[src/rtl/rtc_bus_sequencer.sv]
// Runs one single-byte read or write cycle on the RTC multiplexed AD bus per request.
// The address phase is always a write strobe. The data phase uses WR_n or RD_n depending on the latched operation.
module rtc_bus_sequencer #(
  parameter int T_SU  = 2,
  parameter int T_PW  = 8,
  parameter int T_HD  = 2,
  parameter int CNT_W = 4
) (
  input  logic       clock,
  input  logic       reset,
  input  logic       win,
  input  logic       rin,
  input  logic [7:0] address,
  input  logic [7:0] datain,
  output logic       donew,
  output logic       doner,
  output logic [7:0] dataout,
  output logic       busy,
  output logic       cs_n,
  output logic       rd_n,
  output logic       wr_n,
  output logic       ad_sel,
  output logic       ad_oe,
  output logic [7:0] ad_out,
  input  logic [7:0] ad_in
);

  localparam logic [CNT_W-1:0] SU_LAST = CNT_W'(T_SU - 1);
  localparam logic [CNT_W-1:0] PW_LAST = CNT_W'(T_PW - 1);
  localparam logic [CNT_W-1:0] HD_LAST = CNT_W'(T_HD - 1);

  typedef enum logic [2:0] {
    S_IDLE, S_A_SU, S_A_STB, S_A_HD, S_D_SU, S_D_STB, S_D_HD, S_DONE
  } state_t;

  state_t           state_q, state_d;
  logic [CNT_W-1:0] cnt_q, cnt_d;
  logic             op_wr_q, op_wr_d;
  logic [7:0]       addr_q, addr_d;
  logic [7:0]       data_q, data_d;
  logic [7:0]       dataout_q, dataout_d;
  logic             donew_q, donew_d;
  logic             doner_q, doner_d;
  logic             busy_q, busy_d;
  logic             cs_n_q, cs_n_d;
  logic             rd_n_q, rd_n_d;
  logic             wr_n_q, wr_n_d;
  logic             ad_sel_q, ad_sel_d;
  logic             ad_oe_q, ad_oe_d;
  logic [7:0]       ad_out_q, ad_out_d;
  logic             a_ph, d_ph;

  always_ff @(posedge clock or posedge reset) begin
    if (reset) begin
      state_q   <= S_IDLE;
      cnt_q     <= '0;
      op_wr_q   <= 1'b0;
      addr_q    <= '0;
      data_q    <= '0;
      dataout_q <= '0;
      donew_q   <= 1'b0;
      doner_q   <= 1'b0;
      busy_q    <= 1'b0;
      cs_n_q    <= 1'b1;
      rd_n_q    <= 1'b1;
      wr_n_q    <= 1'b1;
      ad_sel_q  <= 1'b1;
      ad_oe_q   <= 1'b0;
      ad_out_q  <= '0;
    end else begin
      state_q   <= state_d;
      cnt_q     <= cnt_d;
      op_wr_q   <= op_wr_d;
      addr_q    <= addr_d;
      data_q    <= data_d;
      dataout_q <= dataout_d;
      donew_q   <= donew_d;
      doner_q   <= doner_d;
      busy_q    <= busy_d;
      cs_n_q    <= cs_n_d;
      rd_n_q    <= rd_n_d;
      wr_n_q    <= wr_n_d;
      ad_sel_q  <= ad_sel_d;
      ad_oe_q   <= ad_oe_d;
      ad_out_q  <= ad_out_d;
    end
  end

  always_comb begin
    state_d   = state_q;
    cnt_d     = cnt_q + 1'b1;
    op_wr_d   = op_wr_q;
    addr_d    = addr_q;
    data_d    = data_q;
    dataout_d = dataout_q;

    case (state_q)
      S_IDLE: begin
        cnt_d = '0;
        if (win || rin) begin
          state_d = S_A_SU;
          op_wr_d = win;
          addr_d  = address;
          data_d  = datain;
        end
      end
      S_A_SU:  if (cnt_q == SU_LAST) begin state_d = S_A_STB; cnt_d = '0; end
      S_A_STB: if (cnt_q == PW_LAST) begin state_d = S_A_HD;  cnt_d = '0; end
      S_A_HD:  if (cnt_q == HD_LAST) begin state_d = S_D_SU;  cnt_d = '0; end
      S_D_SU:  if (cnt_q == SU_LAST) begin state_d = S_D_STB; cnt_d = '0; end
      S_D_STB: begin
        if (cnt_q == PW_LAST) begin
          state_d = S_D_HD;
          cnt_d   = '0;
          if (!op_wr_q) dataout_d = ad_in;
        end
      end
      S_D_HD:  if (cnt_q == HD_LAST) begin state_d = S_DONE;  cnt_d = '0; end
      S_DONE: begin
        state_d = S_IDLE;
        cnt_d   = '0;
      end
      default: begin
        state_d = S_IDLE;
        cnt_d   = '0;
      end
    endcase

    // Pins are decoded from the next state so every output comes straight from a flop.
    a_ph     = (state_d == S_A_SU) || (state_d == S_A_STB) || (state_d == S_A_HD);
    d_ph     = (state_d == S_D_SU) || (state_d == S_D_STB) || (state_d == S_D_HD);
    busy_d   = (state_d != S_IDLE);
    cs_n_d   = !(a_ph || d_ph);
    wr_n_d   = !((state_d == S_A_STB) || ((state_d == S_D_STB) && op_wr_d));
    rd_n_d   = !((state_d == S_D_STB) && !op_wr_d);
    ad_sel_d = !a_ph;
    ad_oe_d  = a_ph || (d_ph && op_wr_d);
    donew_d  = (state_d == S_DONE) && op_wr_d;
    doner_d  = (state_d == S_DONE) && !op_wr_d;
    if (a_ph)
      ad_out_d = addr_d;
    else if (d_ph && op_wr_d)
      ad_out_d = data_d;
    else
      ad_out_d = ad_out_q;
  end

  assign donew   = donew_q;
  assign doner   = doner_q;
  assign dataout = dataout_q;
  assign busy    = busy_q;
  assign cs_n    = cs_n_q;
  assign rd_n    = rd_n_q;
  assign wr_n    = wr_n_q;
  assign ad_sel  = ad_sel_q;
  assign ad_oe   = ad_oe_q;
  assign ad_out  = ad_out_q;

endmodule

[config.mk]
export PLATFORM = sky130hd
export DESIGN_NAME = rtc_bus_sequencer
export DESIGN_NICKNAME = d
export VERILOG_FILES = /design/src/rtl/rtc_bus_sequencer.sv
export SDC_FILE = /design/constraint.sdc
export NUM_CORES = 1
export LEC_CHECK = 0
export ABC_AREA = 1
export ABC_CLOCK_PERIOD_IN_PS = 1600
export CORE_MARGIN = 10
export CORE_UTILIZATION = 45
export DETAILED_ROUTE_END_ITERATION = 8
export GPL_ROUTABILITY_DRIVEN = 0
export HOLD_SLACK_MARGIN = 0.1
export MAX_ROUTING_LAYER = met4
export PLACE_DENSITY = 0.83
export SETUP_SLACK_MARGIN = 0.05
export SYNTH_ARGS = -nofsm -noshare
export SYNTH_HDL_FRONTEND = slang
export SYNTH_SLANG_ARGS = --single-unit
[constraint.sdc]
create_clock -name clock -period 1.6 [get_ports clock]
set_clock_uncertainty 0.1 [all_clocks]
set_input_delay 0.16 -clock clock [delete_from_list [all_inputs] [get_ports clock]]
set_output_delay 0.16 -clock clock [all_outputs]
set_load 0.01 [all_outputs]
==> qor.csv <==
metric;value;unit
grt_pass1_wl;9250;um
root_buffer;clkbuf_8;
layout_common_cells;nand2_1, clkdlybuf4s50_1, dfrtp_1;
cp.required;1.71;ns
endpoint_kind;flop;
p_leak;1.64;nW
hold_depth;3;
diodes;0;
fin_crit_sh;1.13;
slew_headroom;0.693;
cts_sinks;48;
p_per_area;1960;nW/um^2
yosys_warnings;0;
dieArea;8260;um^2
clk_path_buf_depth;2;
fmaxAchievable;553;MHz
setup_viol;22;
cp-start-kind;flop;
syn_avg_cell_area;9.55;um^2
timing.hold.ws;0.309;ns
num_vias;1889;
startpoint;cnt_q[1];
fp.dieH;90.9;um
fin_crit;1.81;ns
finalNetCount;364;
rsz0062_at_grt;yes;
reg2reg_from;cnt_q[1];
cts-buffers-inserted;5;
layout_setup_ws;-0.207;ns
irDropWorstVdd;0.954;mV
synth_cell_types;29;
r2r_cells;11;
wirelength;5720;um
cts_max_level;2;
dr.pass1.iters;4;
pre_cts_ws;-0.230;ns
min_path_type;input pin to flop;
drive_gt1_frac;0.379;
syn_nets;267;
synthCells;237;
grt.total_usage;0.141;
cts_tree;yes;
drc;0;
grt_antenna_before_repair;0;
area_growth;51.3;%
die_w;90.9;um
cp_max_fo;6;
rows;25;
slew_violations;0;
port_buffers;51;
initial_utilization;0.473;
grt-ovfl-total;0;
drt_iter0_markers;111;
path_clk_slew;0.09;ns
place_hpwl;4060;um
ys_seq_elements;48;
drtAntennaViolNets;0;
run_status;finished, violations left;
hp-start;address[7];
synth_seq_area_share;0.533;
core;4790;um^2
via_per_inst;4.70;
clock_latency;0.30;ns
wl_per_cell;14.2;um
max_slew.worst_pin.slew;0.460;ns
grt_max_degree;23;
hold_viol;0;
final_common_cell;nand2_1;
cap_violations;0;
syn_area;2260;um^2
io-pin-count;52;
violations;setup timing;
arrival;1.91;ns
critical_path_class;flop to flop;
grt_pass1_vias;1922;
-- state kept, by name (all words and copies together), names as in the netlist --
register	flops
addr_q	8
cnt_q	4
op_wr_q	1
ad_sel	1
doner	1
rd_n	1
state_q	3
busy	1
dataout	8
cs_n	1
wr_n	1
ad_oe	1
ad_out	8
data_q	8
donew	1
-- what timing repair did --
action                                  4_1_cts  5_1_grt
hold buffers                                  1        0
pin swaps                                     7       14
buffers inserted                              6        5
gates cloned                                  2        1
endpoints found under the setup margin       28       27
hold endpoints to repair                     15        0
gates resized for setup                       8       27
-- worst max-delay path: stages, from the launching register on --
cell and delay [ns]:
dfrtp_1 0.43, inv_2 0.08, ha_4 0.15, nand2_4 0.07, nand2_4 0.07, nand2_4 0.07, nor3_4 0.26, nand3_4 0.13
nand3_4 0.18, inv_4 0.07, nand2_2 0.07, nand2_1 0.04
-- worst paths after layout --
| check | endpoint | slack (ns) |
|---|---|---|
| worst max-delay path | ad_out[7] | -0.21 |
| worst min-delay path | addr_q[7] | 0.31 |
| worst max register to register | ad_out[7] | -0.21 |
| worst min register to register | addr_q[0] | 0.38 |
| max in group asynchronous | cnt_q[2] | 0.24 |
| min in group asynchronous | dataout[3] | 0.67 |
-- per-layer routing --
layer,vias up,part of all wire,GRT usage
met1,889,0.44,0.169
li1,940,-,-
met2,51,0.50,0.221
met3,9,0.038,0.0366
met4,0,0.017,0.0535
met5,-,0,-
-- cell usage after synthesis --
| cell type | n | area [um^2] |
|---|---|---|
| mux2_2 | 8 | 90.1 |
| o21ai_0 | 4 | 20.0 |
| inv_8 | 1 | 11.3 |
| inv_1 | 8 | 30.0 |
| nand3_1 | 13 | 65.1 |
| nor2_1 | 10 | 37.5 |
| nand3_2 | 2 | 20.0 |
| nand2_1 | 92 | 345 |
| a21oi_1 | 1 | 5.00 |
| o21ai_2 | 1 | 8.76 |
| nand2_4 | 4 | 45.0 |
| dfstp_2 | 4 | 105 |
| xor2_1 | 1 | 8.76 |
| o21ai_1 | 1 | 5.00 |
| nor3_1 | 1 | 5.00 |
| inv_2 | 8 | 30.0 |
| nor2_8 | 1 | 20.0 |
| nor2_4 | 1 | 11.3 |
| buf_4 | 2 | 15.0 |
| nand2_8 | 1 | 20.0 |
| nor3_2 | 1 | 10.0 |
| inv_4 | 2 | 12.5 |
| dfrtp_1 | 44 | 1100 |
| nor2_2 | 5 | 31.3 |
| buf_2 | 1 | 5.00 |
| nand2_2 | 12 | 75.1 |
| nand3_4 | 5 | 87.6 |
| ha_1 | 2 | 25.0 |
| nor3_4 | 1 | 16.3 |
-- logic make-up after synthesis --
| group | count (synthesis) | share of synthesized area |
|---|---|---|
| simple gates | 149 | 0.349 |
| flops | 48 | 0.533 |
| buf+inv | 22 | 0.0459 |
| mux | 8 | 0.0398 |
| compound gates | 7 | 0.0171 |
| fa+ha+maj | 2 | 0.0111 |
| xor+xnor | 1 | 0.00387 |
-- stage by stage --
step	utilization	cells	cell area [um^2]	power, mW	setup TNS (ns)
2_1_floorplan	-	237	2300	4.10	-0.737
3_3_place_gp	0.654	382	3130	5.28	-1.45
3_5_place_dp	0.654	382	3130	5.40	-2.32
4_1_cts	0.691	398	3310	6.39	-3.43
5_1_grt	0.715	402	3420	7.21	-4.80
6_report	0.715	402	3420	6.72	-2.92
-- where the power goes --
| group | internal, mW | switching (mW) | leakage (nW) | total (mW) |
|---|---|---|---|---|
| Combinational | 1.76 | 2.24 | 1.02 | 4.00 |
| Sequential | 1.72 | 0.246 | 0.577 | 1.97 |
| Clock | 0.350 | 0.404 | 0.0434 | 0.754 |
| Total | 3.83 | 2.89 | 1.64 | 6.72 |
-- layout make-up --
class | count | area (um^2)
fillers | 330 | 1360
flip-flops and latches | 48 | 1210
multi-input cells | 169 | 1080
repair buffers | 90 | 846
inverters | 19 | 93.8
well taps | 67 | 83.8
clock buffers | 6 | 82.6
clock inverters | 2 | 15.0
repair inverters | 1 | 6.26
No activity file was read; power rests on OpenSTA's default activity.
